--- src/rtl/grid_node_sequencer_if.sv ---
// -----------------------------------------------------------------------------
// grid_node_sequencer_if
//   Handshake and node-address bundle between the LBM controller/consumer and
//   grid_node_sequencer.
//   master modport : the sequencer side (drives the node stream).
//   slave modport  : the controller/consumer side.
//   Signals:
//     start, abort  controller commands
//     ready         consumer accepts the current node
//     valid         x/y/flags hold a node
//     x, y          node row / node column
//     last          current node is the final grid node
//     busy          sequencer is not idle
//     done          one-cycle pulse after the last node is accepted
//     lid, bottom_wall, left_wall, right_wall
//                   boundary class of the current node (zero when the
//                   WALL_FLAGS_EN feature is not built)
// -----------------------------------------------------------------------------
interface grid_node_sequencer_if #(
    parameter int X_WIDTH = 4,
    parameter int Y_WIDTH = 4
);
    logic               start;
    logic               abort;
    logic               ready;
    logic               valid;
    logic [X_WIDTH-1:0] x;
    logic [Y_WIDTH-1:0] y;
    logic               last;
    logic               busy;
    logic               done;
    logic               lid;
    logic               bottom_wall;
    logic               left_wall;
    logic               right_wall;

    modport master (
        input  start, abort, ready,
        output valid, x, y, last, busy, done,
        output lid, bottom_wall, left_wall, right_wall
    );

    modport slave (
        output start, abort, ready,
        input  valid, x, y, last, busy, done,
        input  lid, bottom_wall, left_wall, right_wall
    );
endinterface

--- src/rtl/grid_node_sequencer.sv ---
// -----------------------------------------------------------------------------
// grid_node_sequencer
//   Walks every node of an X_DIM x Y_DIM lattice exactly once per start,
//   y fast (inner), x slow (outer), presenting each node over valid/ready.
//   The address advances only on a valid&ready handshake, so a stalled
//   consumer sees x/y/flags held stable.
//
//   Ports:
//     clk    clock, all state updates on the rising edge
//     Reset  synchronous, active-high reset (returns to idle, clears outputs)
//     bus    grid_node_sequencer_if.master (start/abort/ready in,
//            valid/x/y/last/busy/done/boundary flags out)
//
//   Optional feature, macro WALL_FLAGS_EN:
//     defined   -> registered, mutually exclusive boundary flags aligned with
//                  x/y (priority lid > bottom_wall > left_wall > right_wall)
//     undefined -> the four flag outputs are tied to 0
// -----------------------------------------------------------------------------
module grid_node_sequencer #(
    parameter int X_DIM   = 16,
    parameter int Y_DIM   = 16,
    parameter int X_WIDTH = $clog2(X_DIM),
    parameter int Y_WIDTH = $clog2(Y_DIM)
) (
    input  logic                   clk,
    input  logic                   Reset,
    grid_node_sequencer_if.master  bus
);

    localparam logic [X_WIDTH-1:0] X_LAST = X_WIDTH'(X_DIM - 1);
    localparam logic [Y_WIDTH-1:0] Y_LAST = Y_WIDTH'(Y_DIM - 1);

    typedef enum logic [1:0] {
        ST_IDLE = 2'd0,
        ST_SCAN = 2'd1,
        ST_DONE = 2'd2
    } state_t;

    state_t             state_reg, state_next;
    logic [X_WIDTH-1:0] x_reg, x_next;
    logic [Y_WIDTH-1:0] y_reg, y_next;
    logic [3:0]         flags;      // {lid, bottom_wall, left_wall, right_wall}
    logic               at_last;

    assign at_last = (x_reg == X_LAST) && (y_reg == Y_LAST);

    // ---------------------------------------------------------------- state
    always_ff @(posedge clk) begin
        if (Reset) begin
            state_reg <= ST_IDLE;
            x_reg     <= '0;
            y_reg     <= '0;
        end else begin
            state_reg <= state_next;
            x_reg     <= x_next;
            y_reg     <= y_next;
        end
    end

    // ----------------------------------------------------------- next state
    // The address is parked at (0,0) whenever the sequencer is not scanning,
    // so a new sweep can begin without a separate clear step.
    always_comb begin
        state_next = state_reg;
        x_next     = x_reg;
        y_next     = y_reg;
        if (bus.abort) begin
            state_next = ST_IDLE;
            x_next     = '0;
            y_next     = '0;
        end else begin
            case (state_reg)
                ST_IDLE: begin
                    if (bus.start) begin
                        state_next = ST_SCAN;
                    end
                end
                ST_SCAN: begin
                    if (bus.ready) begin
                        if (at_last) begin
                            state_next = ST_DONE;
                            x_next     = '0;
                            y_next     = '0;
                        end else if (y_reg == Y_LAST) begin
                            y_next = '0;
                            x_next = x_reg + X_WIDTH'(1);
                        end else begin
                            y_next = y_reg + Y_WIDTH'(1);
                        end
                    end
                end
                ST_DONE: begin
                    state_next = ST_IDLE;
                end
                default: begin
                    state_next = ST_IDLE;
                    x_next     = '0;
                    y_next     = '0;
                end
            endcase
        end
    end

    // ------------------------------------------------------- boundary flags
`ifdef WALL_FLAGS_EN
    logic [3:0] flags_reg, flags_next;

    // Classified from the next address so the registered flags line up with
    // the registered x/y and hold with them during stalls. Cleared whenever
    // the next cycle will not present a valid node.
    always_comb begin
        flags_next = 4'b0000;
        if (state_next == ST_SCAN) begin
            if ((x_next == X_LAST) && (y_next != '0) && (y_next != Y_LAST)) begin
                flags_next = 4'b1000;
            end else if (x_next == '0) begin
                flags_next = 4'b0100;
            end else if (y_next == '0) begin
                flags_next = 4'b0010;
            end else if (y_next == Y_LAST) begin
                flags_next = 4'b0001;
            end
        end
    end

    always_ff @(posedge clk) begin
        if (Reset) begin
            flags_reg <= 4'b0000;
        end else begin
            flags_reg <= flags_next;
        end
    end

    assign flags = flags_reg;
`else
    assign flags = 4'b0000;
`endif

    // -------------------------------------------------------------- outputs
    always_comb begin
        bus.valid       = (state_reg == ST_SCAN);
        bus.x           = x_reg;
        bus.y           = y_reg;
        bus.last        = (state_reg == ST_SCAN) && at_last;
        bus.busy        = (state_reg != ST_IDLE);
        bus.done        = (state_reg == ST_DONE);
        bus.lid         = flags[3];
        bus.bottom_wall = flags[2];
        bus.left_wall   = flags[1];
        bus.right_wall  = flags[0];
    end

endmodule

--- src/flat_wrapper.sv ---
// flat-port wrapper written by rule: the top's interface ports become plain ports
module grid_node_sequencer_flat 
#(
    parameter int X_DIM   = 16,
    parameter int Y_DIM   = 16,
    parameter int X_WIDTH = $clog2(X_DIM),
    parameter int Y_WIDTH = $clog2(Y_DIM)
)
  (clk, Reset, bus_start, bus_abort, bus_ready, bus_valid, bus_x, bus_y, bus_last, bus_busy, bus_done, bus_lid, bus_bottom_wall, bus_left_wall, bus_right_wall);
  grid_node_sequencer_if #(.X_WIDTH(X_WIDTH), .Y_WIDTH(Y_WIDTH)) bus_i ();
  input  logic clk;
  input  logic Reset;
  input wire logic [$bits(bus_i.start)-1:0] bus_start;
  input wire logic [$bits(bus_i.abort)-1:0] bus_abort;
  input wire logic [$bits(bus_i.ready)-1:0] bus_ready;
  output wire logic [$bits(bus_i.valid)-1:0] bus_valid;
  output wire logic [$bits(bus_i.x)-1:0] bus_x;
  output wire logic [$bits(bus_i.y)-1:0] bus_y;
  output wire logic [$bits(bus_i.last)-1:0] bus_last;
  output wire logic [$bits(bus_i.busy)-1:0] bus_busy;
  output wire logic [$bits(bus_i.done)-1:0] bus_done;
  output wire logic [$bits(bus_i.lid)-1:0] bus_lid;
  output wire logic [$bits(bus_i.bottom_wall)-1:0] bus_bottom_wall;
  output wire logic [$bits(bus_i.left_wall)-1:0] bus_left_wall;
  output wire logic [$bits(bus_i.right_wall)-1:0] bus_right_wall;
  assign bus_i.start = bus_start;
  assign bus_i.abort = bus_abort;
  assign bus_i.ready = bus_ready;
  assign bus_valid = bus_i.valid;
  assign bus_x = bus_i.x;
  assign bus_y = bus_i.y;
  assign bus_last = bus_i.last;
  assign bus_busy = bus_i.busy;
  assign bus_done = bus_i.done;
  assign bus_lid = bus_i.lid;
  assign bus_bottom_wall = bus_i.bottom_wall;
  assign bus_left_wall = bus_i.left_wall;
  assign bus_right_wall = bus_i.right_wall;
  grid_node_sequencer #(.X_DIM(X_DIM), .Y_DIM(Y_DIM), .X_WIDTH(X_WIDTH), .Y_WIDTH(Y_WIDTH)) u_core (.clk(clk), .Reset(Reset), .bus(bus_i));
endmodule
--- config.mk ---
export PLATFORM = sky130hd
export DESIGN_NAME = grid_node_sequencer_flat
export DESIGN_NICKNAME = d
export VERILOG_FILES = /design/src/rtl/grid_node_sequencer_if.sv /design/src/rtl/grid_node_sequencer.sv /design/src/flat_wrapper.sv
export SDC_FILE = /design/constraint.sdc
export NUM_CORES = 1
export LEC_CHECK = 0
export CAP_MARGIN = 20
export CORE_AREA = 2 2 39 41
export CTS_BUF_LIST = sky130_fd_sc_hd__clkbuf_4 sky130_fd_sc_hd__clkbuf_8
export CTS_CLUSTER_DIAMETER = 80
export DETAILED_ROUTE_END_ITERATION = 12
export DIE_AREA = 0 0 41 43
export PLACE_DENSITY = 0.86
export SETUP_SLACK_MARGIN = 0.02
export SLEW_MARGIN = 20
export SYNTH_ARGS = -nofsm -noshare
export SYNTH_HDL_FRONTEND = slang
export SYNTH_SLANG_ARGS = --single-unit
--- constraint.sdc ---
create_clock -name clk -period 1.9 [get_ports clk]
set_input_delay 0.38 -clock clk [delete_from_list [all_inputs] [get_ports clk]]
set_output_delay 0.38 -clock clk [all_outputs]
set_load 0.005 [all_outputs]
==> flow_summary_export.csv, run 1 <==
group,metric,value,unit
power,peakVddDrop,0.413,mV
clocking,cts_hold_buf,0,
layout,finalNetCount,99,
critical_path,crit_type,"flip-flop to output port",
critical_path,cp_top_family,"buffers and inverters",
yosys,synth_edf_count,0,
clocking,root_buffer,"clkbuf_4",
sta,drv_slew,0,
layout,layout-drive-gt1-share,0.220,
clocking,clk_pin_slew_worst_paths,0.07,ns
die,dieWidth,41,µm
critical_path,cp-end-kind,"output port",
route,detail_route.wl_per_cell,12.3,µm
clocking,cts_buffer_depth,2,
sta,final.setup.tns,0,ns
layout,final_core_util,0.563,
yosys,synth_warnings,0,
sta,fin_skew,0.00397,ns
die,core.rowCount,14,
yosys,ys_types,28,
route,via_count,574,
die,fp.dieH,43,µm
yosys,syn_area,563,µm²
global_route,grtUsageTotal,0.160,
layout,layout_common_cells,"15 x clkdlybuf4s50_1, 10 x nor2_1, 6 x dfxtp_1",
sta,rsz0062_at_grt,"false",
yosys,synth-compound-area-share,0.160,
route,ant_nets,0,
global_route,grt_max_degree,11,
critical_path,critPathMaxStageDelay,0.51,ns
sta,max_freq,557,MHz
critical_path,path_max_fanout,10,
yosys,ys_seq_elements,10,
yosys,yosys_most_used_dff,"dfxtp_1",
clocking,clk_latency,0.27,ns
placed_design,io_buffers,16,
yosys,async_flop_share,0,
placed_design,gp_congestion,0.892,
global_route,antenna_found_initial,0,
power,leakage,0.293,nW
layout,layout_commonest_cell,"clkdlybuf4s50_1",
die,coreArea,1380,µm²
sta,fin_crit_sh,0.944,
global_route,grt_first_pass_wirelength,1930,µm
clocking,htree_levels,1,
layout,area_growth,38.4,%
worst_hold_path,hold_path.class,"flip-flop to flip-flop",
yosys,synth-simple-area-share,0.313,
critical_path,crit_buf_inv,2,
global_route,grt_pass1_vias,459,
clocking,cts_tree,"built",
critical_path,worstPathCellList,"nand2b_4 > inv_2 > clkdlybuf4s50_1",
sta,period_needed,1.79,ns
sta,hold_viol_final,0,
power,power_density,573,nW/µm²
placed_design,dp_hpwl,964,µm
route,drcViolationCount,0,
yosys,synthCells,71,
critical_path,critPathSlowestCell,"clkdlybuf4s50_1",
route,routed_wl,1320,µm
sta,finalSetupViolCount,0,
yosys,synth_top_family_by_area,"simple AND/OR/NAND/NOR gates",
route,first_pass_iters,4,
outcome,status,"finished clean",
clocking,numClockSinks,10,
yosys,avgSynthCellArea,7.93,µm²
layout,n_antenna_cell,0,
die,die_area,1760,µm²
yosys,yosys.area_share.adder,0.0444,
yosys,synth_xor_area_frac,0,
yosys,ys_seq_area_frac,0.356,
critical_path,cp.required,1.52,ns
power,power.total,0.000447,W
critical_path,start_kind,"flip-flop",
route,drtIter0Drc,18,
job,drv_cap,0,
clocking,cts_buffers,3,
global_route,grt.overflow.total,0,
die,start_util,0.407,
critical_path,arrival,1.41,ns
yosys,synthMuxAreaShare,0,
route,via_per_inst,5.36,
die,io_pins,21,
through the flow:
stage / worst slack [ns] / cell area [µm²] / cells / hold slack [ns]
2_1_floorplan: 0.429 / 574 / 74 / 0.503
5_1_grt: 0.0527 / 779 / 107 / 0.558
4_1_cts: 0.0513 / 783 / 107 / 0.511
3_5_place_dp: 0.0467 / 728 / 102 / 0.533
3_3_place_gp: 0.0931 / 728 / 102 / 0.519
6_report: 0.106 / 779 / 107 / 0.509
worst reg2reg max path, cell delays in order, from the launching register on:
cell and delay [ns]:
dfxtp_2 0.34, ha_2 0.18, buf_4 0.12, and4_1 0.33, o21ai_0 0.17, a32oi_1 0.17
nor2_1 0.07
repair_timing:
action	4_1_cts	5_1_grt
endpoints found under the hold margin	0	0
endpoints found under the setup margin	2	2
gates cloned	0	0
gates resized for setup	7	3
pin swaps	1	1
buffers inserted	1	0
layout make-up:
class / instances / area (µm²)
Timing Repair Buffer: 21 / 193
Inverter: 3 / 11.3
Fill cell: 126 / 604
Clock buffer: 4 / 36.3
Multi-Input combinational cell: 53 / 314
Sequential cell: 10 / 205
Tap cell: 16 / 20.0
synth_stat cells (all sizes together), types with 2 or more instances:
| master | instances | share of area |
|---|---|---|
| clkbuf | 2 | 0.013 |
| nand2 | 2 | 0.013 |
| nand3 | 5 | 0.044 |
| ha | 2 | 0.044 |
| a32oi | 3 | 0.047 |
| nor2 | 10 | 0.067 |
| or2 | 2 | 0.022 |
| inv | 3 | 0.020 |
| nor3 | 3 | 0.027 |
| buf | 6 | 0.087 |
| dfxtp | 10 | 0.36 |
| a31oi | 2 | 0.022 |
| o21ai | 4 | 0.036 |
| a21oi | 5 | 0.044 |
worst paths after layout:
check | from | endpoint | slack, ns | depth (start not counted)
setup reg to reg | u_core.bus.y[1] | u_core.bus.x[1] | 0.41 | 6
hold / removal | u_core.state_reg[1] | u_core.state_reg[0] | 0.51 | 1
setup / recovery | u_core.state_reg[1] | bus_valid | 0.11 | 3
hold reg to reg | u_core.state_reg[1] | u_core.state_reg[0] | 0.51 | 1
cells by family (layout without fill, tap and decap cells):
family                     after synthesis  count (layout)
adders and majority gates                2               2
buffers and inverters                   11              28
AOI/OAI and AO/OA                       15              15
and+or+nand+nor                         32              32
other                                    1               4
DFF                                     10              10
power by group:
group / internal [W] / leakage, nW / switching (W)
Sequential: 0.000211 / 0.0826 / 0.00000269
Combinational: 0.0000176 / 0.189 / 0.0000166
Clock: 0.000117 / 0.0210 / 0.0000821
Total: 0.000345 / 0.293 / 0.000101
layer usage:
metal / GRT usage / part of all wire / vias to the layer above
li1: - / - / 288
met1: 0.225 / 0.47 / 258
met2: 0.225 / 0.45 / 24
met3: 0.0157 / 0.055 / 4
met4: 0.100 / 0.024 / 0
met5: 0 / 0 / -
Note: power is estimated with default switching activity, not from simulation.
==> run 2: changes to the inputs <==
--- a/config.mk
+++ b/config.mk
@@ -6,11 +6,11 @@
 export NUM_CORES = 1
 export LEC_CHECK = 0
 export CAP_MARGIN = 20
-export CORE_AREA = 2 2 39 41
+export CORE_AREA = 4 4 41 43
 export CTS_BUF_LIST = sky130_fd_sc_hd__clkbuf_4 sky130_fd_sc_hd__clkbuf_8
 export CTS_CLUSTER_DIAMETER = 80
 export DETAILED_ROUTE_END_ITERATION = 12
-export DIE_AREA = 0 0 41 43
+export DIE_AREA = 0 0 45 47
 export PLACE_DENSITY = 0.86
 export SETUP_SLACK_MARGIN = 0.02
 export SLEW_MARGIN = 20
==> constraint.sdc (replaced) <==
create_clock -name clk -period 1.7 [get_ports clk]
set_input_delay 0.34 -clock clk [delete_from_list [all_inputs] [get_ports clk]]
set_output_delay 0.34 -clock clk [all_outputs]
set_load 0.005 [all_outputs]
==> run 2 against run 1 <==
Non-clock buffer count is 9 higher. Worst hold slack better by 0.032 ns. Utilization grew 9.7 points. Clock skew fell by 0.0032 ns. Combinational power grew 25%. Register-to-register slack lost 0.14 ns. Final cell count rose by 7.5%. Global-route usage increased by 0.16 points. Critical path type unchanged.
==> flow_summary_export.csv, run 2 (same netlist as run 1, synthesis figures left out) <==
group,metric,value,unit
outcome,status,"finished clean",
power,p_switching,0.000114,W
layout,n_antenna_cell,0,
worst_hold_path,hold_path.class,"flip-flop to flip-flop",
global_route,grt_max_degree,11,
critical_path,cp.required,1.36,ns
route,via_count,625,
clocking,cts_buffer_depth,2,
sta,fin_crit_sh,0.949,
critical_path,reg2reg_depth,6,
clocking,cts_tree,"built",
power,seq_power_share,0.474,
sta,rsz0062_at_grt,"false",
critical_path,critPathSlowestCell,"dfxtp_2",
route,routed_wl,1520,µm
power,cell_internal_pwr,0.000388,W
power,combPwrFrac,0.086,
worst_hold_path,min_path_cells,2,
layout,layout-drive-gt1-share,0.290,
sta,finalSetupViolCount,0,
power,power_density,584,nW/µm²
die,die_area,2120,µm²
die,core.rowCount,13,
layout,fill_cells,118,
route,first_pass_iters,4,
placed_design,io_buffers,16,
die,fp.dieH,47,µm
placed_design,dp_hpwl,1090,µm
global_route,grt.overflow.total,0,
route,drcViolationCount,0,
power,clkPwrFrac,0.440,
clocking,cts_hold_buf,0,
critical_path,arrival,1.27,ns
critical_path,cp-end-kind,"output port",
sta,period_needed,1.61,ns
placed_design,gp_congestion,0.815,
die,coreArea,1300,µm²
route,ant_nets,0,
route,detail_route.wl_per_cell,13.2,µm
clocking,root_buffer,"clkbuf_4",
power,leakage,0.362,nW
sta,setup_ws,0.0873,ns
sta,max_freq,620,MHz
sta,hold_slack,0.541,ns
placed_design,post-place-ws,-0.112,ns
layout,area_growth,52.7,%
sta,drv_slew,0,
die,dieWidth,45,µm
route,via_per_inst,5.43,
critical_path,crit_type,"flip-flop to output port",
clocking,cts_buffers,3,
critical_path,worstPathCellList,"ha_4 > and3_4 > nand4_1 > nor2_1 > buf_2",
critical_path,path_max_fanout,2,
sta,fin_skew,0.000732,ns
clocking,clk_pin_slew_worst_paths,0.07,ns
layout,finalNetCount,108,
clocking,htree_levels,1,
clocking,clk_latency,0.27,ns
global_route,grtUsageTotal,0.162,
sta,hold_viol_final,0,
layout,layout_common_cells,"14 x buf_4, 13 x clkdlybuf4s50_1, 10 x nor2_1",
die,start_util,0.433,
job,drv_cap,0,
global_route,grt_first_pass_wirelength,2400,µm
die,io_pins,21,
power,p_sw_frac,0.227,
global_route,antenna_found_initial,0,
clocking,numClockSinks,10,
route,drtIter0Drc,20,
power,peakVddDrop,0.397,mV
critical_path,start_kind,"flip-flop",
global_route,grt_pass1_vias,585,
layout,layout_commonest_cell,"buf_4",
critical_path,critPathMaxStageDelay,0.35,ns
==> run 2: metal layers <==
| metal | vias to the layer above | part of all wire | global-route usage |
|---|---|---|---|
| li1 | 304 | - | - |
| met1 | 281 | 0.41 | 0.180 |
| met2 | 35 | 0.46 | 0.268 |
| met3 | 5 | 0.10 | 0.0383 |
| met4 | 0 | 0.030 | 0.123 |
| met5 | - | 0 | 0 |
==> run 2: what timing repair did <==
item | CTS | global route
resized for setup | 13 | 2
buffers inserted | 2 | 0
setup endpoints to repair | 3 | 2
pin swaps | 1 | 1
cloned | 0 | 0
==> run 2: area by class of cell <==
cell class / count / area (µm²) / share of cell area
clock buffers: 4 / 36.3 / 0.0422
inverters: 3 / 13.8 / 0.0160
multi-input cells: 53 / 324 / 0.377
flip-flops and latches: 10 / 205 / 0.239
well taps: 15 / 18.8 / 0.0218
repair buffers: 30 / 262 / 0.304
==> run 2: path summary, 6_finish.rpt <==
check,from,end,slack (ns)
setup / recovery,u_core.bus.y[0],bus_last,0.09
hold / removal,u_core.bus.x[2],u_core.bus.x[2],0.54
setup reg to reg,u_core.bus.y[0],u_core.bus.x[0],0.27
hold reg to reg,u_core.bus.x[2],u_core.bus.x[2],0.54
==> run 2: worst max-delay path, delay by kind of cell, from the launching register on <==
kind / cells / cell delay (ns)
adder cells (fa/ha/maj): 1 / 0.14
buffers and inverters: 1 / 0.12
AND/OR/NAND/NOR: 3 / 0.39
flip-flops: 1 / 0.35
==> run 2: power groups by stage <==
stage	Combinational, W	Clock [W]	Sequential, W
5_1_grt	0.0000463	0.000234	0.000238
4_1_cts	0.0000424	0.000222	0.000238
2_1_floorplan	0.0000272	0	0.000242
6_report	0.0000429	0.000221	0.000238
3_3_place_gp	0.0000396	0	0.000243
3_5_place_dp	0.0000405	0	0.000243
==> run 2: metrics by stage <==
stage	instances	total power [W]	TNS [ns]	util	cell area [µm²]
after floorplan	74	0.000269	0	-	574
after global placement	109	0.000282	-0.0929	0.605	787
after detailed placement	109	0.000283	-0.176	0.605	787
after CTS	115	0.000502	0	0.651	847
after global routing	115	0.000518	0	0.661	860
final	115	0.000502	0	0.661	860
